--- src/rtl/pipe_addsub_if.sv ---
// Handshake bundle for pipe_addsub: input side (in_valid/in_ready, a, b,
// cin, sub) and output side (out_valid/out_ready, sum, cout, ovf).
interface pipe_addsub_if #(
  parameter int WIDTH = 32
);
  logic             in_valid;
  logic             in_ready;
  logic [WIDTH-1:0] a;
  logic [WIDTH-1:0] b;
  logic             cin;
  logic             sub;
  logic             out_valid;
  logic             out_ready;
  logic [WIDTH-1:0] sum;
  logic             cout;
  logic             ovf;

  modport master (
    output in_valid, a, b, cin, sub, out_ready,
    input  in_ready, out_valid, sum, cout, ovf
  );

  modport slave (
    input  in_valid, a, b, cin, sub, out_ready,
    output in_ready, out_valid, sum, cout, ovf
  );
endinterface

--- src/rtl/pipe_addsub.sv ---
// Pipelined ripple add/sub: WIDTH split in STAGES chunks, one chunk per stage.
// Ports: clk, reset (async high), bus (pipe_addsub_if.slave).
// Option: ADDSUB_SATURATE_EN clamps sum on signed overflow.
module pipe_addsub #(
  parameter int WIDTH  = 32,
  parameter int STAGES = 4
) (
  input  logic          clk,
  input  logic          reset,
  pipe_addsub_if.slave  bus
);
  localparam int CW = WIDTH / STAGES;

  logic adv;
  logic             ov_q;
  logic [WIDTH-1:0] sum_q;
  logic             cout_q;
  logic             ovf_q;

  assign adv          = ~ov_q | bus.out_ready;
  assign bus.in_ready = adv;
  assign bus.out_valid = ov_q;
  assign bus.sum      = sum_q;
  assign bus.cout     = cout_q;
  assign bus.ovf      = ovf_q;

  // Per-stage inputs. Operands are shifted right as chunks are consumed;
  // result chunks are shifted in from the top.
  logic [STAGES-1:0][WIDTH-1:0] a_i;
  logic [STAGES-1:0][WIDTH-1:0] b_i;
  logic [STAGES-1:0][WIDTH-1:0] s_i;
  logic [STAGES-1:0]            c_i;
  logic [STAGES-1:0]            v_i;
  logic [STAGES-1:0]            sa_i;
  logic [STAGES-1:0]            sb_i;

  assign a_i[0]  = bus.a;
  assign b_i[0]  = bus.b ^ {WIDTH{bus.sub}};
  assign s_i[0]  = '0;
  assign c_i[0]  = bus.cin ^ bus.sub;
  assign v_i[0]  = bus.in_valid;
  assign sa_i[0] = bus.a[WIDTH-1];
  assign sb_i[0] = bus.b[WIDTH-1] ^ bus.sub;

  for (genvar k = 0; k < STAGES; k++) begin : g_st
    logic [CW:0]      add;
    logic [WIDTH-1:0] s_n;

    assign add = {1'b0, a_i[k][CW-1:0]}
               + {1'b0, b_i[k][CW-1:0]}
               + {{CW{1'b0}}, c_i[k]};
    assign s_n = (s_i[k] >> CW)
               | (WIDTH'(add[CW-1:0]) << (WIDTH - CW));

    if (k < STAGES - 1) begin : g_mid
      logic [WIDTH-1:0] a_q;
      logic [WIDTH-1:0] b_q;
      logic [WIDTH-1:0] s_q;
      logic             c_q;
      logic             v_q;
      logic             sa_q;
      logic             sb_q;

      always_ff @(posedge clk or posedge reset) begin
        if (reset) begin
          a_q  <= '0;
          b_q  <= '0;
          s_q  <= '0;
          c_q  <= 1'b0;
          v_q  <= 1'b0;
          sa_q <= 1'b0;
          sb_q <= 1'b0;
        end else if (adv) begin
          a_q  <= a_i[k] >> CW;
          b_q  <= b_i[k] >> CW;
          s_q  <= s_n;
          c_q  <= add[CW];
          v_q  <= v_i[k];
          sa_q <= sa_i[k];
          sb_q <= sb_i[k];
        end
      end

      assign a_i[k+1]  = a_q;
      assign b_i[k+1]  = b_q;
      assign s_i[k+1]  = s_q;
      assign c_i[k+1]  = c_q;
      assign v_i[k+1]  = v_q;
      assign sa_i[k+1] = sa_q;
      assign sb_i[k+1] = sb_q;
    end else begin : g_last
      logic             ovf_n;
      logic [WIDTH-1:0] r_n;

      // Same-sign operands giving a result of the other sign.
      assign ovf_n = (sa_i[k] ~^ sb_i[k])
                   & (s_n[WIDTH-1] ^ sa_i[k]);

`ifdef ADDSUB_SATURATE_EN
      // Operand sign picks the rail: + -> 0111..1, - -> 1000..0.
      assign r_n = ovf_n
                 ? {sa_i[k], {(WIDTH-1){~sa_i[k]}}}
                 : s_n;
`else
      assign r_n = s_n;
`endif

      always_ff @(posedge clk or posedge reset) begin
        if (reset) begin
          ov_q   <= 1'b0;
          sum_q  <= '0;
          cout_q <= 1'b0;
          ovf_q  <= 1'b0;
        end else if (adv) begin
          ov_q   <= v_i[k];
          sum_q  <= r_n;
          cout_q <= add[CW];
          ovf_q  <= ovf_n;
        end
      end
    end
  end
endmodule
--- src/flat_wrapper.sv ---
// flat-port wrapper written by rule: the top's interface ports become plain ports
module pipe_addsub_flat 
#(
  parameter int WIDTH  = 32,
  parameter int STAGES = 4
)
  (clk, reset, bus_in_valid, bus_a, bus_b, bus_cin, bus_sub, bus_out_ready, bus_in_ready, bus_out_valid, bus_sum, bus_cout, bus_ovf);
  pipe_addsub_if #(.WIDTH(WIDTH)) bus_i ();
  input  logic clk;
  input  logic reset;
  input wire logic [$bits(bus_i.in_valid)-1:0] bus_in_valid;
  input wire logic [$bits(bus_i.a)-1:0] bus_a;
  input wire logic [$bits(bus_i.b)-1:0] bus_b;
  input wire logic [$bits(bus_i.cin)-1:0] bus_cin;
  input wire logic [$bits(bus_i.sub)-1:0] bus_sub;
  input wire logic [$bits(bus_i.out_ready)-1:0] bus_out_ready;
  output wire logic [$bits(bus_i.in_ready)-1:0] bus_in_ready;
  output wire logic [$bits(bus_i.out_valid)-1:0] bus_out_valid;
  output wire logic [$bits(bus_i.sum)-1:0] bus_sum;
  output wire logic [$bits(bus_i.cout)-1:0] bus_cout;
  output wire logic [$bits(bus_i.ovf)-1:0] bus_ovf;
  assign bus_i.in_valid = bus_in_valid;
  assign bus_i.a = bus_a;
  assign bus_i.b = bus_b;
  assign bus_i.cin = bus_cin;
  assign bus_i.sub = bus_sub;
  assign bus_i.out_ready = bus_out_ready;
  assign bus_in_ready = bus_i.in_ready;
  assign bus_out_valid = bus_i.out_valid;
  assign bus_sum = bus_i.sum;
  assign bus_cout = bus_i.cout;
  assign bus_ovf = bus_i.ovf;
  pipe_addsub #(.WIDTH(WIDTH), .STAGES(STAGES)) u_core (.clk(clk), .reset(reset), .bus(bus_i));
endmodule
--- config.mk ---
export PLATFORM = sky130hd
export DESIGN_NAME = pipe_addsub_flat
export DESIGN_NICKNAME = d
export VERILOG_FILES = /design/src/rtl/pipe_addsub_if.sv /design/src/rtl/pipe_addsub.sv /design/src/flat_wrapper.sv
export SDC_FILE = /design/constraint.sdc
export NUM_CORES = 1
export LEC_CHECK = 0
export BUFFER_PORTS_ARGS = -buffer_cell sky130_fd_sc_hd__buf_2
export CORE_MARGIN = 4
export CORE_UTILIZATION = 55
export DETAILED_ROUTE_END_ITERATION = 12
export PLACE_DENSITY_LB_ADDON = 0.25
export SYNTH_ARGS = -nofsm -noshare
export SYNTH_HDL_FRONTEND = slang
export SYNTH_SLANG_ARGS = --single-unit
--- constraint.sdc ---
create_clock -name clk -period 9.1 [get_ports clk]
set_clock_uncertainty 0.05 [all_clocks]
set_input_delay 0.91 -clock clk [delete_from_list [all_inputs] [get_ports clk]]
set_output_delay 0.91 -clock clk [all_outputs]
set_load 0.005 [all_outputs]
==> impl_metrics.tcl, run 1 <==
set metrics [dict create \
    slew_viol_final 0 \
    n_antenna_cell 0 \
    buffer_ports.inserted 105 \
    antenna_violating_nets_post_route 0 \
    grt_antenna_before_repair 0 \
    dp_hpwl_mm 10.0 \
    placement_rows 44 \
    placedCellCount 1162 \
    syn-instance-count 912 \
    final_instance_count_without_filler_cells 1194 \
    drt_pre_antenna_iters 4 \
    path_class "input port to output pin" \
    mappedNetlistArea_um2 8290 \
    post_synth.cell_area_avg_um2 9.09 \
    post-route-cell-area_um2 9480 \
    globalRoute.totalOverflow 0 \
    max_slew.worst_pin.slew_ns 1.08 \
    rsz0062_at_grt "false" \
    synth_nets 1018 \
    slew_headroom_pct 27.8 \
    number_of_flip_flops_and_latches_in_the_synthesized_netlist 185 \
    cts_inserted_buffers 17 \
    cts.repair.resized 0 \
    clk-insertion-delay-late_ns 0.42 \
    fp.dieW_um 131 \
    coreArea_um2 14600 \
    placedInstanceArea_um2 8900 \
    final.period_utilization_pct 39.5 \
    area.growth.synth_to_final_pct 14.3 \
    number_of_fill_cells_in_the_layout 1236 \
    timing.critical_path.fanout_max 104 \
    post_route_cells_drive_above_1_share_pct 14.3 \
    cp.arrival_ns 2.64 \
    finish.net_count 1103 \
    count_of_different_cell_masters_after_synthesis 32 \
    grt_pass1_wl_mm 25.8 \
    start_util_pct 56.6 \
    hp-class "register to register" \
    crit_path_end_kind "output pin" \
    route.detailed.drc 0 \
    max_clock_freq_mhz 278 \
    report.final.setup_viol 0 \
    cts_num_sinks 185 \
    cts_max_level 4 \
    first_global_vias 5520 \
    die_height_um 131 \
    outcome "finished clean" \
    final_weighted_congestion_in_routability_driven_placement 0.853 \
    die_area_um2 17100 \
    dr_total_vias 5920 \
    yosysWarningCount 0 \
    worst_vdd_drop_uv 187 \
    clock-root-buffer "sky130_fd_sc_hd__clkbuf_16" \
    synth-seq-area-share_pct 55.8 \
    critical_path_launch_point_type "input port" \
    timing.critical_path.required_ns 8.14 \
    cts_buffer_depth 2 \
    wl_mm 15.6 \
    tns_ns 0 \
    grt_max_degree 117 \
    gr-usage-all-layers_pct 18.9 \
    tritoncts "yes" \
    viasPerCell 4.96 \
    cellLeakagePower_nw 4.88 \
    ioPinCount 106 \
    drtIter0Drc 397 \
    post-cts-setup-buffers 0 \
    routed_len_inst_um 13.0 \
    max_cap_viol_count 0 \
    power_density_nw_per_um2 344 \
    fin_crit_ns 3.60 \
    ctsHoldBuffers 0 \
    total_power_mw 3.26 \
    hold_viol_final 0 \
    path_clk_slew_ns 0.06 \
]
-- per-stage QoR --
stage               utilization, %  hold WS (ns)  worst slack (ns)
global placement              60.8         0.396              5.52
CTS                           64.8         0.416              5.51
detailed placement            60.8         0.400              5.49
finish                        64.8         0.411              5.50
global route                  64.8         0.431              5.33
floorplan                        -         0.380              3.11
-- cells by family (layout without fill, tap and decap cells) --
kind of cell / Yosys count / in the layout / share of synthesized area, %
and+or+nand+nor: 480 / 480 / 22.2
DFF: 185 / 185 / 55.8
AOI/OAI and AO/OA: 108 / 108 / 7.82
buffers and inverters: 55 / 153 / 2.94
xor gates and xnor gates: 48 / 48 / 5.07
adders and majority gates: 36 / 36 / 6.16
-- state kept, by name, indices dropped and copies added (netlist names) --
name,count
u_core.bus.out_valid,1
u_core.bus.ovf,1
u_core.g_st.g_mid.c_q,3
u_core.g_st.g_mid.s_q,48
u_core.g_st.g_mid.b_q,45
u_core.g_st.g_mid.sb_q,3
u_core.g_st.g_mid.v_q,3
u_core.bus.cout,1
u_core.g_st.g_mid.sa_q,3
u_core.bus.sum,32
u_core.g_st.g_mid.a_q,45
-- path summary, 6_finish.rpt --
| kind | slack, ns | start | cells past startpoint | endpoint |
|---|---|---|---|---|
| hold / removal | 0.41 | u_core.bus.sum[3] | 2 | u_core.bus.sum[3] |
| setup reg to reg | 6.21 | u_core.bus.out_valid | 6 | u_core.bus.sum[27] |
| min in group asynchronous | 0.58 | reset | 2 | u_core.g_st[0].g_mid.b_q[3] |
| max in group asynchronous | 7.03 | reset | 3 | u_core.g_st[1].g_mid.s_q[27] |
| hold reg to reg | 0.41 | u_core.bus.sum[3] | 2 | u_core.bus.sum[3] |
| setup / recovery | 5.50 | bus_out_ready | 5 | bus_in_ready |
-- synthesized netlist by cell type, drive strengths merged --
cell | number | area, um^2
a211o | 1 | 8.76
a211oi | 7 | 52.6
a21boi | 1 | 7.51
a21o | 5 | 37.5
a21oi | 18 | 90.1
a31oi | 6 | 37.5
buf | 28 | 143
clkbuf | 16 | 60.1
dfrtp | 185 | 4630
fa | 8 | 160
ha | 28 | 350
inv | 11 | 41.3
nand2 | 438 | 1640
nand2b | 1 | 6.26
nand3 | 1 | 5.00
nor2 | 20 | 75.1
nor2b | 4 | 25.0
nor3 | 13 | 65.1
nor3b | 1 | 7.51
o211ai | 1 | 7.51
o21a | 6 | 45.0
o21ai | 50 | 250
o21bai | 2 | 15.0
o31a | 3 | 26.3
o31ai | 8 | 70.1
or3 | 2 | 12.5
xnor2 | 30 | 263
xor2 | 18 | 158
-- where the power goes --
part | switching (mW) | total [mW] | internal [mW] | leakage, nW
clock network | 0.305 | 0.725 | 0.420 | 0.273
registers | 0.210 | 1.40 | 1.19 | 2.23
logic | 0.657 | 1.14 | 0.481 | 2.38
-- per-layer routing --
metal	up-vias	global-route usage, %	wire [um]
li1	3076	-	-
met1	2733	27.1	7400
met2	103	29.9	7450
met3	8	3.50	615
met4	0	5.51	103
met5	-	0	0
-- layout make-up --
type,instances,area [um^2],area share [%]
multi-input cells,672,3430,36.1
clock inverters,10,118,1.24
clock buffers,22,464,4.90
repair buffers,110,563,5.94
inverters,11,51.3,0.541
well taps,184,230,2.43
flip-flops and latches,185,4630,48.8
-- placed cells by master (no fill, tap or decap), types with 2 or more instances in the layout --
cell type,synthesis,routed
sky130_fd_sc_hd__or3_1,2,2
sky130_fd_sc_hd__o31a_1,3,3
sky130_fd_sc_hd__a21o_1,5,5
sky130_fd_sc_hd__ha_1,28,28
sky130_fd_sc_hd__clkbuf_1,16,3
sky130_fd_sc_hd__nor3_1,13,13
sky130_fd_sc_hd__clkbuf_16,0,17
sky130_fd_sc_hd__o21a_1,6,6
sky130_fd_sc_hd__o21ai_0,49,49
sky130_fd_sc_hd__clkinvlp_4,0,4
sky130_fd_sc_hd__nand2_1,438,438
sky130_fd_sc_hd__nor2b_1,4,3
sky130_fd_sc_hd__dfrtp_1,185,185
sky130_fd_sc_hd__xnor2_1,30,30
sky130_fd_sc_hd__nor2_1,20,20
sky130_fd_sc_hd__o31ai_2,2,2
sky130_fd_sc_hd__o31ai_1,6,6
sky130_fd_sc_hd__o21bai_1,2,2
sky130_fd_sc_hd__a21oi_1,18,18
sky130_fd_sc_hd__bufinv_16,0,2
sky130_fd_sc_hd__buf_2,27,105
sky130_fd_sc_hd__buf_4,1,5
sky130_fd_sc_hd__a211oi_1,7,7
sky130_fd_sc_hd__inv_1,10,9
sky130_fd_sc_hd__clkbuf_8,0,2
sky130_fd_sc_hd__fa_1,8,8
sky130_fd_sc_hd__clkinv_2,0,2
sky130_fd_sc_hd__a31oi_1,6,6
sky130_fd_sc_hd__xor2_1,18,18
-- worst max-delay path, stage by stage --
cell	delay, ns
sky130_fd_sc_hd__buf_2	0.11
sky130_fd_sc_hd__nor2b_4	0.09
sky130_fd_sc_hd__buf_4	0.77
sky130_fd_sc_hd__inv_4	0.44
sky130_fd_sc_hd__buf_2	0.26
Power figures use the tool's default switching activity.
==> run 2: changes to the inputs <==
clock period = 3.7 ns   (was 9.1 ns; I/O delays follow)
==> impl_metrics.tcl, run 2 (same netlist as run 1, synthesis figures left out) <==
set metrics [dict create \
    slew_viol_final 0 \
    timing.critical_path.required_ns 3.94 \
    cts_inserted_buffers 17 \
    ioPinCount 106 \
    p_clk_share_pct 21.4 \
    net_switching_fraction_of_the_power_pct 36.0 \
    rsz0062_at_grt "false" \
    final_weighted_congestion_in_routability_driven_placement 0.873 \
    worst-r2r-cell-count 7 \
    first_global_vias 5689 \
    dp_hpwl_mm 10.3 \
    hold_viol_final 0 \
    die_area_um2 17100 \
    dr_total_vias 6088 \
    cts_max_level 4 \
    start_util_pct 56.6 \
    finish.net_count 1104 \
    ctsHoldBuffers 1 \
    biggestRegsByFlops "u_core.g_st.g_mid.s_q (48), u_core.g_st.g_mid.a_q (45), u_core.g_st.g_mid.b_q (45)" \
    total_power_mw 7.99 \
    routed_len_inst_um 13.3 \
    max_clock_freq_mhz 418 \
    timing.critical_path.to "u_core.g_st[2].g_mid.c_q" \
    die_height_um 131 \
    clock-root-buffer "sky130_fd_sc_hd__clkbuf_16" \
    globalRoute.totalOverflow 0 \
    grt_pass1_wl_mm 26.7 \
    ff2ff_setup_slack_ns 1.31 \
    grt_max_degree 219 \
    worstReg2RegStart "u_core.g_st[1].g_mid.c_q" \
    final.period_utilization_pct 64.6 \
    n_antenna_cell 0 \
    drt_pre_antenna_iters 4 \
    antenna_violating_nets_post_route 0 \
    number_of_fill_cells_in_the_layout 1281 \
    viasPerCell 5.10 \
    dp_worst_setup_slack_ns 1.12 \
    power.share.sequential_pct 43.1 \
    placedCellCount 1162 \
    p_int_mw 5.12 \
    max_slew.worst_pin.slew_ns 0.864 \
    net_switching_power_mw 2.88 \
    timing.critical_path.fanout_max 3 \
    tns_ns 0 \
    fin_worst_hold_slack_ns 0.0895 \
    crit_path_end_kind "register" \
    share_of_the_core_filled_with_cells_in_the_final_layout_pct 65.0 \
    path_class "register to register" \
    largest_register_ffs 48 \
    drtIter0Drc 414 \
    largest_register "u_core.g_st.g_mid.s_q" \
    setup_slack_ns 1.31 \
    path_clk_slew_ns 0.06 \
    report.final.setup_viol 0 \
    post-route-cell-area_um2 9520 \
    cts_num_sinks 185 \
    crit_start "u_core.g_st[1].g_mid.c_q" \
    fp.dieW_um 131 \
    leading_cell_types_in_the_layout_fill_and_taps_excluded "sky130_fd_sc_hd__nand2_1 (438), sky130_fd_sc_hd__dfrtp_1 (185), sky130_fd_sc_hd__buf_2 (105), sky130_fd_sc_hd__o21ai_0 (49), sky130_fd_sc_hd__xnor2_1 (30)" \
    cp.arrival_ns 2.64 \
    area.growth.synth_to_final_pct 14.8 \
    proportion_of_power_drawn_by_combinational_gates_pct 35.5 \
    fin_crit_ns 2.39 \
    clk-insertion-delay-late_ns 0.42 \
    placedInstanceArea_um2 8950 \
    cts_buffer_depth 2 \
    critical_path_launch_point_type "register" \
    cellLeakagePower_nw 4.89 \
    post-cts-setup-buffers 0 \
    coreArea_um2 14600 \
    hp-class "input port to register" \
    cts.repair.resized 0 \
    crit-reg2reg-capture "u_core.g_st[2].g_mid.c_q" \
    post_route_cells_drive_above_1_share_pct 14.2 \
    tritoncts "yes" \
    grt_antenna_before_repair 0 \
    placement_rows 44 \
    final_instance_count_without_filler_cells 1194 \
    max_cap_viol_count 0 \
    route.detailed.drc 0 \
    slew_headroom_pct 42.4 \
    worst_vdd_drop_uv 397 \
    layout.cells.most_common "sky130_fd_sc_hd__nand2_1" \
    wl_mm 15.8 \
    gr-usage-all-layers_pct 19.7 \
    power_density_nw_per_um2 840 \
    outcome "finished clean" \
    buffer_ports.inserted 105 \
]
## run 2: cell count changes in the layout (fill, tap and decap cells not counted), sizes merged
cell,delta
clkbuf,+2
dlygate4sd3,+1
bufinv,-1
inv,-2
## run 2: layer usage
| layer | vias up | track usage (%) | wire (um) |
|---|---|---|---|
| met2 | 127 | 30.5 | 7650 |
| met4 | 0 | 6.17 | 162 |
| met1 | 2864 | 27.9 | 7360 |
| met3 | 14 | 4.35 | 662 |
| met5 | - | 0 | 0 |
| li1 | 3083 | - | - |
## run 2: area by class of cell
type                            instances  area, um^2  area share [%]
Inverter                               11        47.5           0.500
Multi-Input combinational cell        672        3430            36.0
Sequential cell                       185        4630            48.6
Tap cell                              184         230            2.42
Clock buffer                           24         492            5.17
Timing Repair Buffer                  111         623            6.55
Clock inverter                          7        67.6           0.710
## run 2: worst max-delay path, cell delays in order, from the launching register on
cell and delay (ns):
sky130_fd_sc_hd__dfrtp_1 0.40, sky130_fd_sc_hd__fa_1 0.49, sky130_fd_sc_hd__fa_1 0.43, sky130_fd_sc_hd__a21oi_1 0.19, sky130_fd_sc_hd__o21ai_0 0.17, sky130_fd_sc_hd__o31a_1 0.29, sky130_fd_sc_hd__o21ai_0 0.15, sky130_fd_sc_hd__a31oi_1 0.09
## run 2: power groups by stage
stage | combinational [mW] | sequential [mW] | clock, mW
after CTS | 2.88 | 3.45 | 1.74
after global placement | 2.74 | 3.44 | 0
final | 2.84 | 3.45 | 1.71
after floorplan | 2.14 | 3.37 | 0
after detailed placement | 2.85 | 3.48 | 0
after global routing | 3.29 | 3.56 | 1.83
## run 2: worst min path at each step
| stage | startpoint | to | slack, ns | cells after the start |
|---|---|---|---|---|
| final | bus_a[12] | u_core.g_st[0].g_mid.a_q[4] | 0.09 | 3 |
| after global routing | bus_a[18] | u_core.g_st[0].g_mid.a_q[10] | 0.08 | 3 |
| after CTS | bus_a[12] | u_core.g_st[0].g_mid.a_q[4] | 0.07 | 3 |
| after detailed placement | u_core.bus.sum[3] | u_core.bus.sum[3] | 0.40 | 2 |
| after global placement | u_core.bus.sum[3] | u_core.bus.sum[3] | 0.39 | 2 |
| after floorplan | u_core.g_st[2].g_mid.v_q | u_core.g_st[2].g_mid.v_q | 0.38 | 2 |
==> run 3: changes to the inputs <==
ABC_AREA = 1   (was default)
clock period = 2.2 ns   (was 3.7 ns; I/O delays follow)
==> impl_metrics.tcl, run 3 <==
set metrics [dict create \
    drtIter0Drc 464 \
    fin_worst_hold_slack_ns 0.0254 \
    die_height_um 134 \
    async_reset_ff_share_pct 100 \
    grt_pass1_wl_mm 30.1 \
    timing.critical_path.required_ns 2.44 \
    synth_area_leaders "sky130_fd_sc_hd__dfrtp_1 (53%), sky130_fd_sc_hd__nand2_1 (18%), sky130_fd_sc_hd__o21ai_0 (5.2%)" \
    largest_register_ffs 48 \
    yosysMostFrequentCell "sky130_fd_sc_hd__nand2_1" \
    tns_ns 0 \
    syn-instance-count 1016 \
    grt_max_degree 213 \
    yosysWarningCount 0 \
    dr_total_vias 6605 \
    fin_crit_ns 1.96 \
    viasPerCell 4.87 \
    worstPathCellList "fa_1, fa_1, nand2_1, nand3_1, nor2_1, o22ai_2" \
    clk-insertion-delay-late_ns 0.42 \
    outcome "finished clean" \
    clock-root-buffer "sky130_fd_sc_hd__clkbuf_16" \
    layout.cells.most_common "sky130_fd_sc_hd__nand2_1" \
    gr-usage-all-layers_pct 20.7 \
    synth-main-ff-cell "sky130_fd_sc_hd__dfrtp_1" \
    ioPinCount 106 \
    wl_mm 17.6 \
    post-cts-setup-buffers 0 \
    largest_register "u_core.g_st.g_mid.s_q" \
    route.detailed.drc 0 \
    proportion_of_netlist_area_held_by_the_largest_area_contributor_pct 53.3 \
    final.period_utilization_pct 89.2 \
    cts_inserted_buffers 17 \
    die_area_um2 17900 \
    n_antenna_cell 0 \
    cellLeakagePower_nw 5.38 \
    hp-class "input port to register" \
    globalRoute.totalOverflow 0 \
    max_clock_freq_mhz 510 \
    start_util_pct 56.6 \
    routed_len_inst_um 13.0 \
    dp_hpwl_mm 11.8 \
    crit_start "u_core.g_st[0].g_mid.c_q" \
    antenna_violating_nets_post_route 0 \
    hold_viol_final 0 \
    path_clk_slew_ns 0.06 \
    number_of_flip_flops_and_latches_in_the_synthesized_netlist 185 \
    max_cap_viol_count 0 \
    post_route_cells_drive_above_1_share_pct 13.4 \
    biggestRegsByFlops "u_core.g_st.g_mid.s_q (48), u_core.g_st.g_mid.a_q (45), u_core.g_st.g_mid.b_q (45)" \
    grt_antenna_before_repair 0 \
    worstReg2RegStart "u_core.g_st[0].g_mid.c_q" \
    finish.net_count 1239 \
    tritoncts "yes" \
    synth-seq-area-share_pct 53.3 \
    rsz0062_at_grt "false" \
    cts_num_sinks 185 \
    worst_vdd_drop_uv 658 \
    max_slew.worst_pin.slew_ns 0.804 \
    slew_headroom_pct 46.4 \
    area.growth.synth_to_final_pct 17.2 \
    timing.critical_path.fanout_max 4 \
    ff2ff_setup_slack_ns 0.24 \
    synth_edf_count 0 \
    cp.arrival_ns 2.20 \
    crit_path_top_delay_cell "sky130_fd_sc_hd__fa_1" \
    post_synth.cell_area_avg_um2 8.56 \
    report.final.setup_viol 0 \
    slowest_delay_ns 0.50 \
    mappedNetlistArea_um2 8690 \
    synth_nets 1122 \
    crit_path_end_kind "register" \
    final_weighted_congestion_in_routability_driven_placement 0.867 \
    cts_max_level 4 \
    leading_cell_types_in_the_layout_fill_and_taps_excluded "sky130_fd_sc_hd__nand2_1 (427), sky130_fd_sc_hd__dfrtp_1 (185), sky130_fd_sc_hd__buf_2 (105), sky130_fd_sc_hd__inv_1 (90), sky130_fd_sc_hd__o21ai_0 (90)" \
    post-synth-top-area-cell "sky130_fd_sc_hd__dfrtp_1" \
    synthTopCellsByCount "sky130_fd_sc_hd__nand2_1 (427), sky130_fd_sc_hd__dfrtp_1 (185), sky130_fd_sc_hd__inv_1 (91)" \
    drt_pre_antenna_iters 5 \
    cts_buffer_depth 2 \
    buffer_ports.inserted 105 \
    hold_wc_startpoint "bus_b[25]" \
    count_of_different_cell_masters_after_synthesis 24 \
    slew_viol_final 0 \
    critical_path.most_common_cell "sky130_fd_sc_hd__fa_1" \
    critical_path_launch_point_type "register" \
    power_density_nw_per_um2 1380 \
    coreArea_um2 15400 \
    fp.dieW_um 134 \
    placement_rows 45 \
    first_global_vias 6331 \
    path_class "register to register" \
    number_of_fill_cells_in_the_layout 1322 \
]
-- run 3: cell types whose count changed in the layout (fill, tap and decap cells not counted), sizes merged, moves of 8 or more --
cell         delta
nor3           -13
nand2          -11
o31ai           -8
nand3          +39
dlygate4sd3    +24
xor2            -9
o21ai          +55
inv            +83
-- run 3: cell type report --
class / instances / area [um^2] / area share, %
clock buffer: 18 / 429 / 4.21
timing repair buffer: 142 / 928 / 9.12
tap: 211 / 264 / 2.59
multi-input combinational: 695 / 3430 / 33.7
clock inverter: 13 / 151 / 1.49
inverter: 92 / 352 / 3.45
sequential: 185 / 4630 / 45.5
-- run 3: metrics by stage --
stage | power, mW | setup WS, ns | util, % | area [um^2] | std cells
floorplan | 9.55 | -0.449 | - | 8700 | 1016
global placement | 10.8 | 0.304 | 60.9 | 9350 | 1300
detailed placement | 11.0 | 0.241 | 60.9 | 9350 | 1300
CTS | 14.1 | 0.242 | 66.3 | 10200 | 1356
global route | 15.3 | 0.120 | 66.3 | 10200 | 1356
finish | 14.1 | 0.238 | 66.3 | 10200 | 1356
-- run 3: power by group --
group          leakage, nW  switching (mW)  internal (mW)  total (mW)
Clock                0.294            1.24           1.77        3.02
Combinational         2.85            3.24           2.07        5.31
Sequential            2.24           0.816           4.92        5.73
-- run 3: what timing repair did --
item | 4_1_cts | 5_1_grt
gates resized for setup | 0 | 0
endpoints found under the setup margin | 0 | 0
hold buffers | 25 | 0
hold endpoints to repair | 43 | 0
-- run 3: worst paths after layout --
path                                           endpoint  cells past startpoint
max reg2reg                u_core.g_st[1].g_mid.s_q[28]                      6
min reg2reg                        u_core.bus.out_valid                      2
min                        u_core.g_st[0].g_mid.b_q[17]                      3
min in group asynchronous   u_core.g_st[2].g_mid.b_q[5]                      3
max in group asynchronous  u_core.g_st[1].g_mid.s_q[21]                      4
max                        u_core.g_st[1].g_mid.s_q[28]                      6
-- run 3: metal layers --
metal  GRT usage, %  wire length [um]  vias to the layer above
met5              0                 0                        -
met4           7.14               367                        0
met3           3.74               665                       26
met2           30.4              7810                      131
met1           31.2              8760                     3051
li1               -                 -                     3397
-- run 3: worst max-delay path: cells and delay by family (launching register included) --
family / cells / cell delay [ns]
adders and majority gates: 2 / 0.96
DFF: 1 / 0.40
and+or+nand+nor: 3 / 0.34
AOI/OAI and AO/OA: 1 / 0.09
-- run 3: kinds of logic (layout without fill, tap and decap cells) --
| family | count (synthesis) | in the layout | share of synthesized area, % |
|---|---|---|---|
| simple gates | 494 | 494 | 22.2 |
| xor+xnor | 36 | 36 | 3.63 |
| compound gates | 129 | 129 | 7.74 |
| fa+ha+maj | 36 | 36 | 5.87 |
| buf+inv | 136 | 265 | 7.28 |
| flops | 185 | 185 | 53.3 |
